File: config.mk
export PLATFORM = sky130hd
export DESIGN_NAME = spill_tracker
export DESIGN_NICKNAME = d
export VERILOG_FILES = /design/src/rtl/spill_tracker.sv
export SDC_FILE = /design/constraint.sdc
export NUM_CORES = 1
export LEC_CHECK = 0
export ABC_AREA = 0
export CAP_MARGIN = 40
export CORE_UTILIZATION = 45
export CTS_CLUSTER_SIZE = 14
export DETAILED_ROUTE_END_ITERATION = 10
export PLACE_DENSITY = 0.8
export SYNTH_ARGS = -nofsm -noshare
export SYNTH_HDL_FRONTEND = slang
export SYNTH_SLANG_ARGS = --single-unit
File: constraint.sdc
create_clock -name clk -period 4.5 [get_ports clk]
set_input_delay 0.9 -clock clk [delete_from_list [all_inputs] [get_ports clk]]
set_output_delay 0.9 -clock clk [all_outputs]
set_load 0.02 [all_outputs]
File: src/rtl/spill_tracker.sv
// rtl/spill_tracker.sv - LIVE-gate spill tracker: debounced spill start, spill numbering, in-spill trigger count, per-spill summary
module spill_tracker #(
  parameter int SPILL_W  = 10,
  parameter int EVT_W    = 16,
  parameter int MIN_LIVE = 4,
  parameter int SATURATE = 0
) (
  input  logic               clk,
  input  logic               reset,
  input  logic               live,
  input  logic               trig,
  input  logic               clr_spillno,
  output logic [SPILL_W-1:0] spillno,
  output logic [EVT_W-1:0]   evtno,
  output logic               in_spill,
  output logic               spill_start,
  output logic               spill_done,
  output logic [EVT_W-1:0]   last_evtcnt,
  output logic               last_evt_ovf,
  output logic               spill_ovf
);

  typedef enum logic [1:0] {IDLE, ARM, IN_SPILL} state_t;

  localparam logic [8:0] MIN_LIVE_C = 9'(MIN_LIVE);

  state_t               state_q, state_d;
  logic [7:0]           hicnt_q, hicnt_d;
  logic [8:0]           hicnt_inc;
  logic                 do_start, do_done, do_count;
  logic                 evt_ovf;
  logic [SPILL_W-1:0]   spill_base, spillno_d;
  logic                 spill_ovf_base, spill_ovf_d;
  logic [EVT_W-1:0]     evtno_d;
  logic                 evt_ovf_d;

  assign hicnt_inc = {1'b0, hicnt_q} + 9'd1;
  assign in_spill  = (state_q == IN_SPILL);

  always_ff @(posedge clk) begin
    if (reset) begin
      state_q <= IDLE;
      hicnt_q <= '0;
    end else begin
      state_q <= state_d;
      hicnt_q <= hicnt_d;
    end
  end

  always_comb begin
    state_d  = state_q;
    hicnt_d  = hicnt_q;
    do_start = 1'b0;
    do_done  = 1'b0;
    do_count = 1'b0;
    case (state_q)
      IDLE: begin
        if (live) begin
          if (MIN_LIVE_C <= 9'd1) begin
            state_d  = IN_SPILL;
            hicnt_d  = '0;
            do_start = 1'b1;
          end else begin
            state_d = ARM;
            hicnt_d = 8'd1;
          end
        end
      end
      ARM: begin
        if (!live) begin
          // glitch shorter than MIN_LIVE: drop it silently
          state_d = IDLE;
          hicnt_d = '0;
        end else if (hicnt_inc >= MIN_LIVE_C) begin
          state_d  = IN_SPILL;
          hicnt_d  = '0;
          do_start = 1'b1;
        end else begin
          hicnt_d = hicnt_inc[7:0];
        end
      end
      IN_SPILL: begin
        if (!live) begin
          state_d = IDLE;
          do_done = 1'b1;
        end else if (trig) begin
          do_count = 1'b1;
        end
      end
      default: begin
        state_d = IDLE;
        hicnt_d = '0;
      end
    endcase
  end

  // clear is applied before a coincident start increment
  always_comb begin
    spill_base     = clr_spillno ? '0 : spillno;
    spill_ovf_base = clr_spillno ? 1'b0 : spill_ovf;
    spillno_d      = spill_base;
    spill_ovf_d    = spill_ovf_base;
    if (do_start) begin
      if (&spill_base) begin
        spill_ovf_d = 1'b1;
        spillno_d   = (SATURATE != 0) ? spill_base : '0;
      end else begin
        spillno_d = spill_base + SPILL_W'(1);
      end
    end
  end

  always_comb begin
    evtno_d   = evtno;
    evt_ovf_d = evt_ovf;
    if (do_start) begin
      evtno_d   = '0;
      evt_ovf_d = 1'b0;
    end else if (do_count) begin
      if (&evtno) begin
        evt_ovf_d = 1'b1;
        evtno_d   = (SATURATE != 0) ? evtno : '0;
      end else begin
        evtno_d = evtno + EVT_W'(1);
      end
    end
  end

  always_ff @(posedge clk) begin
    if (reset) begin
      spillno      <= '0;
      spill_ovf    <= 1'b0;
      evtno        <= '0;
      evt_ovf      <= 1'b0;
      spill_start  <= 1'b0;
      spill_done   <= 1'b0;
      last_evtcnt  <= '0;
      last_evt_ovf <= 1'b0;
    end else begin
      spillno     <= spillno_d;
      spill_ovf   <= spill_ovf_d;
      evtno       <= evtno_d;
      evt_ovf     <= evt_ovf_d;
      spill_start <= do_start;
      spill_done  <= do_done;
      if (do_done) begin
        last_evtcnt  <= evtno;
        last_evt_ovf <= evt_ovf;
      end
    end
  end

endmodule
==> metrics.md, run 1 <==
| Metric | Value |
|---|---|
| First-pass GRT wire length | `9.03 mm` |
| Detail Placement HPWL | `a little under 4 mm` |
| Setup TNS | `0 ns` |
| Total track usage | `21.4%` |
| Combinational power share | `2.7%` |
| Clock buffer depth | `2` |
| Pwr/cell area | `298 nW/um2` |
| Clock Power Share | `between 40% and 50%` |
| Post-synth EDFFs | `0` |
| Type of origin of the critical path | `primary input` |
| Critical path arrival | `about 3.3 ns` |
| Number of antenna violations at the first check in global routing | `0` |
| Hold Vio Cnt, Final | `0` |
| Synthesized flop and latch total | `57` |
| ANT cells | `0` |
| Final ANT Viol Nets | `0` |
| Worst hold path type | `reg2reg` |
| Slew margin rel. | `56.5%` |
| Total grt overflow | `0` |
| Maximum net fanout on the critical path | `15` |
| Drt via density | `5.32` |
| CTS tree | `done` |
| Drt pass-1 iters | `5` |
| GR peak layer | `met2` |
| Fin. max-slew vios | `0` |
| Post-Synthesis Cells | `288` |
| Io pins | `52` |
| Hold-fix buffers, CTS | `0` |
| CTS H-tree depth | `3` |
| Sw frac | `21.8%` |
| I/O Buffers | `approximately 50` |
| Syn Area/Cell | `8.48 um2` |
| WL per Instance | `roughly 14 um` |
| Fmax | `326 MHz` |
| Kind of critical path | `in2reg` |
| Met2 GRT Util | `33.9%` |
| DRT iter0 DRCs | `100` |
| NetSw | `207 uW` |
| Cell leakage power | `1.04 nW` |
| Actual slew at the worst max-slew pin | `0.652 ns` |
| RSZ-0062 raised after global routing | `no` |
| Sink Count | `57` |
| Largest net degree at the start of global routing | `24` |
| Setup Buffers After CTS | `0` |
| Post-synthesis sequential area ratio | `46.7%` |
| Clk_skew | `a little under 0.007 ns` |
| # setup viols final | `0` |
| CTS Buf Count | `9` |
| Met3 Use GR | `around 8.5%` |
| Post-Syn Nets | `297` |
| Synth async-reset ratio | `0%` |
| Internal power | `744 uW` |
| Crit. End Element | `register` |
| Primary FF master, synth | `dfxtp_1` |
| Die ar. | `5730 um2` |
| Met1 Use GR | `26.0%` |
| Reg clk slew, reported paths | `0.06 ns` |
| Clk_lat worst skew | `roughly 0.33 ns` |
| Period utilisation layout | `approximately 68%` |
| GPL Wtd Cong | `0.815` |
| Sequential share of power | `53.7%` |
| Maximum capacitance violations | `0` |
| Vias in the first global route | `between 1500 and 2000` |
| Yosys warns | `0` |
| Status | `completed` |
| Cell row count | `26` |
| Core ar. | `5170 um2` |
| Cell area after synthesis | `approximately 2400 um2` |
| Final Power | `951 uW` |
| Total routed wirelength | `5.65 mm` |
| Data required time of the worst path | `4.69 ns` |
| Remaining DRCs | `0` |
| Initial Util | `47.2%` |
| Layout cell share with drive strength beyond 1 | `between 6 and 7%` |
| Die height | `75.7 um` |
| Fill cells | `449` |
| Die width | `75.7 um` |
| CTS Root Buffer Type | `clkbuf_8` |
| Nets | `350` |
| Peak VDD IR | `0.000197 V` |
| Final critical-path required period | `3.07 ns` |
| Synth cell types | `45` |
| Total vias in the final route | `2213` |
| CTS resizes | `0` |
| Area growth, synth to finish | `30.6%` |
## worst paths after layout
check | startpoint | endpoint | slack (ns) | cells past startpoint
max | clr_spillno | spillno[3]$_SDFF_PP0_ | 1.43 | 9
min | last_evtcnt[10]$_SDFFE_PP0P_ | last_evtcnt[10]$_SDFFE_PP0P_ | 0.45 | 2
max reg2reg | spillno[1]$_SDFF_PP0_ | spillno[3]$_SDFF_PP0_ | 2.30 | 8
min reg2reg | last_evtcnt[10]$_SDFFE_PP0P_ | last_evtcnt[10]$_SDFFE_PP0P_ | 0.45 | 2
## final cells by class
cell class / instances / area [um2] / area share (%)
sequential: 57 / 1140 / 35.8
clock inverter: 3 / 15.0 / 0.471
tap: 70 / 87.6 / 2.75
inverter: 6 / 22.5 / 0.706
multi-input combinational: 214 / 1230 / 38.7
timing repair buffer: 53 / 529 / 16.6
clock buffer: 13 / 159 / 4.98
## state kept, by name (all words and copies together) (netlist names), 2 cells and up
name and count:
hicnt_q 8, last_evtcnt 16, spillno 10, state_q 2, evtno 16
## placed cells by master (no fill, tap or decap), types with 3 or more instances in the layout
cell type        Yosys  final
a211oi_1             4      4
a21oi_1             25     25
and2_1               7      7
clkbuf_8             0     11
clkdlybuf4s50_1      0     51
clkinv_2             0      3
dfxtp_1             57     57
ha_1                 4      4
inv_1                6      6
nand2_1             50     50
nand2b_1             5      5
nand3_1              8      8
nand4_1              6      6
nor2_1              32     32
nor2b_1              7      7
nor3_1              10     10
o21ai_0              4      4
o31ai_1              3      3
or3_1                4      4
xnor2_1              9      9
xor2_1               4      4
## synth_stat cells, types with 3 or more instances
cell type / count / share of area, %
a211oi_1: 4 / 1.2
a21oi_1: 25 / 5.1
and2_1: 7 / 1.8
clkbuf_1: 9 / 1.4
dfxtp_1: 57 / 47
ha_1: 4 / 2.0
inv_1: 6 / 0.92
nand2_1: 50 / 7.7
nand2b_1: 5 / 1.3
nand3_1: 8 / 1.6
nand4_1: 6 / 1.5
nor2_1: 32 / 4.9
nor2b_1: 7 / 1.8
nor3_1: 10 / 2.0
o21ai_0: 4 / 0.82
o31ai_1: 3 / 0.92
or3_1: 4 / 1.0
xnor2_1: 9 / 3.2
xor2_1: 4 / 1.4
## power groups by stage
stage                     sequential, mW  clock (mW)  combinational (mW)
after detailed placement           0.522           0              0.0255
after floorplan                    0.522           0              0.0150
after global placement             0.521           0              0.0255
after global routing               0.511       0.446              0.0283
final                              0.511       0.415              0.0256
after CTS                          0.511       0.426              0.0258
## metrics by stage
stage	hold slack (ns)	std cells	setup WS, ns	utilization, %	instance area (um2)
after detailed placement	0.447	400	1.15	58.3	3020
after CTS	0.451	416	1.49	61.7	3190
final	0.452	416	1.43	61.7	3190
after global placement	0.442	399	1.02	58.1	3000
after global routing	0.468	416	1.19	61.7	3190
after floorplan	0.432	288	1.89	-	2440
## per-layer routing
metal,routed length [um],vias to the layer above
li1,-,1103
met1,2500,1042
met2,2720,66
met3,396,2
met4,31,0
met5,0,-
## critical path, cell delays in order
cell and delay (ns):
clkdlybuf4s50_1 0.63, nor2b_1 0.28, ha_1 0.25, nand4b_1 0.21
nor4_1 0.38, clkdlybuf4s15_2 0.32, inv_1 0.07, a21oi_1 0.13
o31ai_1 0.08
## cell families after synthesis
logic type | share of synthesized area, %
AOI/OAI and AO/OA | 14.3
xor gates and xnor gates | 4.66
adders and majority gates | 2.05
buffers and inverters | 2.72
DFF | 46.7
muxes | 0.820
and+or+nand+nor | 28.7
Note: power is estimated with default switching activity, not from simulation.
==> run 2, diff against run 1 <==
--- a/config.mk
+++ b/config.mk
@@ -10,7 +10,7 @@
 export CORE_UTILIZATION = 45
 export CTS_CLUSTER_SIZE = 14
 export DETAILED_ROUTE_END_ITERATION = 10
-export PLACE_DENSITY = 0.8
+export PLACE_DENSITY = 0.83
 export SYNTH_ARGS = -nofsm -noshare
 export SYNTH_HDL_FRONTEND = slang
 export SYNTH_SLANG_ARGS = --single-unit
==> constraint.sdc (replaced) <==
create_clock -name clk -period 2.8 [get_ports clk]
set_input_delay 0.56 -clock clk [delete_from_list [all_inputs] [get_ports clk]]
set_output_delay 0.56 -clock clk [all_outputs]
set_load 0.02 [all_outputs]
==> run 2 against run 1 <==
Against the previous run:
- die area stayed put
- register-to-register slack lost 1.5 ns
- first-iteration DRC count rose by 12%
- core utilization rose by 1.8 points
- hold slack better by 0.0050 ns
- setup slack got worse by 1.0 ns
- sequential share of layout area fell by 1.0 points
- routed wire length rose by 2.0%
- clock-buffer cell count rose by 2
- critical path type unchanged
- critical endpoint is now spillno[5]$_SDFF_PP0_
- largest power group is now the clock network
==> metrics.md, run 2 (same netlist as run 1, synthesis figures left out) <==
| Metric | Value |
|---|---|
| Status | `completed` |
| Fmax | `420 MHz` |
| Slew margin rel. | `about 57%` |
| Clock buffer depth | `2` |
| Clk_skew | `0.00580 ns` |
| Remaining DRCs | `0` |
| Register-to-register setup slack | `0.76 ns` |
| Cell leakage power | `around 1.1 nW` |
| Layout Utilization | `63.5%` |
| Worst hold path type | `reg2reg` |
| Total routed wirelength | `5.76 mm` |
| GPL Wtd Cong | `0.813` |
| Commonest non-fill, non-tap cells in the layout | `dfxtp_1, clkdlybuf4s50_1, nand2_1, nor2_1, a21oi_1` |
| Critical path cell sequence | `clkdlybuf4s50_1, nor2b_1, ha_1, nand4b_1, nor4_1, buf_4, o21ai_0, nor2_1, nor3_1` |
| Fin. max-slew vios | `0` |
| Hold-fix buffers, CTS | `0` |
| Setup TNS | `0 ns` |
| Setup Buffers After CTS | `0` |
| Drt via density | `approximately 5.4` |
| Area of the multi-input gates | `about 1200 um2` |
| Reg clk slew, reported paths | `around 0.07 ns` |
| CTS Root Buffer Type | `clkbuf_8` |
| Data required time of the worst path | `3.01 ns` |
| Area growth, synth to finish | `34.4%` |
| Kind of critical path | `in2reg` |
| Worst R2R Path Depth | `8` |
| CTS H-tree depth | `3` |
| ANT cells | `0` |
| Pwr/cell area | `524 nW/um2` |
| Final Cell Area | `around 3300 um2` |
| First-pass GRT wire length | `approximately 9.4 mm` |
| Actual slew at the worst max-slew pin | `0.647 ns` |
| Total grt overflow | `0` |
| Hold Vio Cnt, Final | `0` |
| Commonest non-fill, non-tap cell in the layout | `dfxtp_1` |
| Period utilisation layout | `a little under nine tenths` |
| Clk_lat worst skew | `0.34 ns` |
| Critical path arrival | `2.60 ns` |
| Worst flop-to-flop path startpoint | `spillno[1]$_SDFF_PP0_` |
| Initial Util | `between 40 and 50%` |
| Largest net degree at the start of global routing | `20` |
| DRT iter0 DRCs | `112` |
| Hold depth | `2` |
| Cell Area, Placed | `3060 um2` |
| Reg-to-Reg End | `spillno[5]$_SDFF_PP0_` |
| Peak VDD IR | `about 0.00032 V` |
| Maximum capacitance violations | `0` |
| Io pins | `52` |
| WHS Endpoint | `last_evtcnt[7]$_SDFFE_PP0P_` |
| # setup viols final | `0` |
| Number of antenna violations at the first check in global routing | `0` |
| Fill cells | `between 400 and 500` |
| Die height | `75.7 um` |
| Sink Count | `57` |
| Maximum net fanout on the critical path | `5` |
| Final critical-path required period | `about 2.4 ns` |
| Total vias in the final route | `2259` |
| Register area | `1140 um2` |
| Drt pass-1 iters | `4` |
| Vias in the first global route | `2035` |
| Type of origin of the critical path | `primary input` |
| Critical path's top delay family | `simple AND/OR/NAND/NOR gates` |
| Die width | `75.7 um` |
| CP bufs+invs | `2` |
| CTS resizes | `0` |
| Cell row count | `26` |
| Nets | `356` |
| Layout cell share with drive strength beyond 1 | `8.52%` |
| Final ANT Viol Nets | `0` |
| RSZ-0062 raised after global routing | `no` |
| Biggest cell delay along the critical path | `0.49 ns` |
| I/O Buffers | `51` |
| Core ar. | `5170 um2` |
| CP max-delay cell | `clkdlybuf4s50_1` |
| Biggest regs | `evtno: 16 flops, last_evtcnt: 16 flops, spillno: 10 flops` |
| Detail Placement HPWL | `3.92 mm` |
| Total track usage | `roughly 22%` |
| Hold Path Origin | `last_evtcnt[7]$_SDFFE_PP0P_` |
| WL per Instance | `13.6 um` |
| CTS Buf Count | `9` |
| Die ar. | `5730 um2` |
| Crit. End Element | `register` |
| CTS tree | `done` |
| Hold WS | `0.457 ns` |
run 2: final cells by class:
cell class                 instances  share of cell area [%]
multi-input combinational        214                    37.6
sequential                        57                    34.8
timing repair buffer              59                    17.4
clock buffer                      15                    5.98
tap                               70                    2.67
clock inverter                     1                   0.915
inverter                           6                   0.686
run 2: worst reg2reg max path, delay by kind of cell (launching register included):
kind | cells | cell delay (ns)
flip-flops | 1 | 0.40
adder cells (fa/ha/maj) | 1 | 0.25
AND/OR/NAND/NOR | 5 | 0.98
buffers and inverters | 1 | 0.21
AO/OA/AOI/OAI | 1 | 0.10
run 2: worst max path at each step:
| stage | startpoint | to | slack (ns) | depth (start not counted) |
|---|---|---|---|---|
| 6_report | clr_spillno | spillno[5]$_SDFF_PP0_ | 0.42 | 9 |
| 3_3_place_gp | clr_spillno | spillno[7]$_SDFF_PP0_ | 0.24 | 9 |
| 3_5_place_dp | clr_spillno | spillno[7]$_SDFF_PP0_ | 0.13 | 9 |
| 2_1_floorplan | clr_spillno | spillno[9]$_SDFF_PP0_ | 0.53 | 8 |
| 4_1_cts | clr_spillno | spillno[7]$_SDFF_PP0_ | 0.47 | 9 |
| 5_1_grt | clr_spillno | spillno[5]$_SDFF_PP0_ | 0.22 | 9 |
run 2: per-layer routing:
metal  share of wire, %  track usage (%)  up-vias
met5                  0                0        -
met2                 48             36.4       62
met4               0.76             6.58        0
met1                 44             26.5     1071
li1                   -                -     1120
met3                7.1             9.52        6
run 2: through the flow:
step / total power, mW / cells / setup slack, ns
after floorplan: 0.863 / 288 / 0.535
after global placement: 0.881 / 406 / 0.236
after detailed placement: 0.882 / 406 / 0.134
after CTS: 1.73 / 422 / 0.466
after global routing: 1.77 / 422 / 0.221
final: 1.72 / 422 / 0.417
run 2: power breakdown:
group / switching (mW) / internal (mW) / leakage [nW] / total [mW]
clock network: 0.322 / 0.533 / 0.116 / 0.856
registers: 0.00588 / 0.814 / 0.460 / 0.820
logic: 0.0256 / 0.0181 / 0.521 / 0.0437
total: 0.354 / 1.37 / 1.10 / 1.72
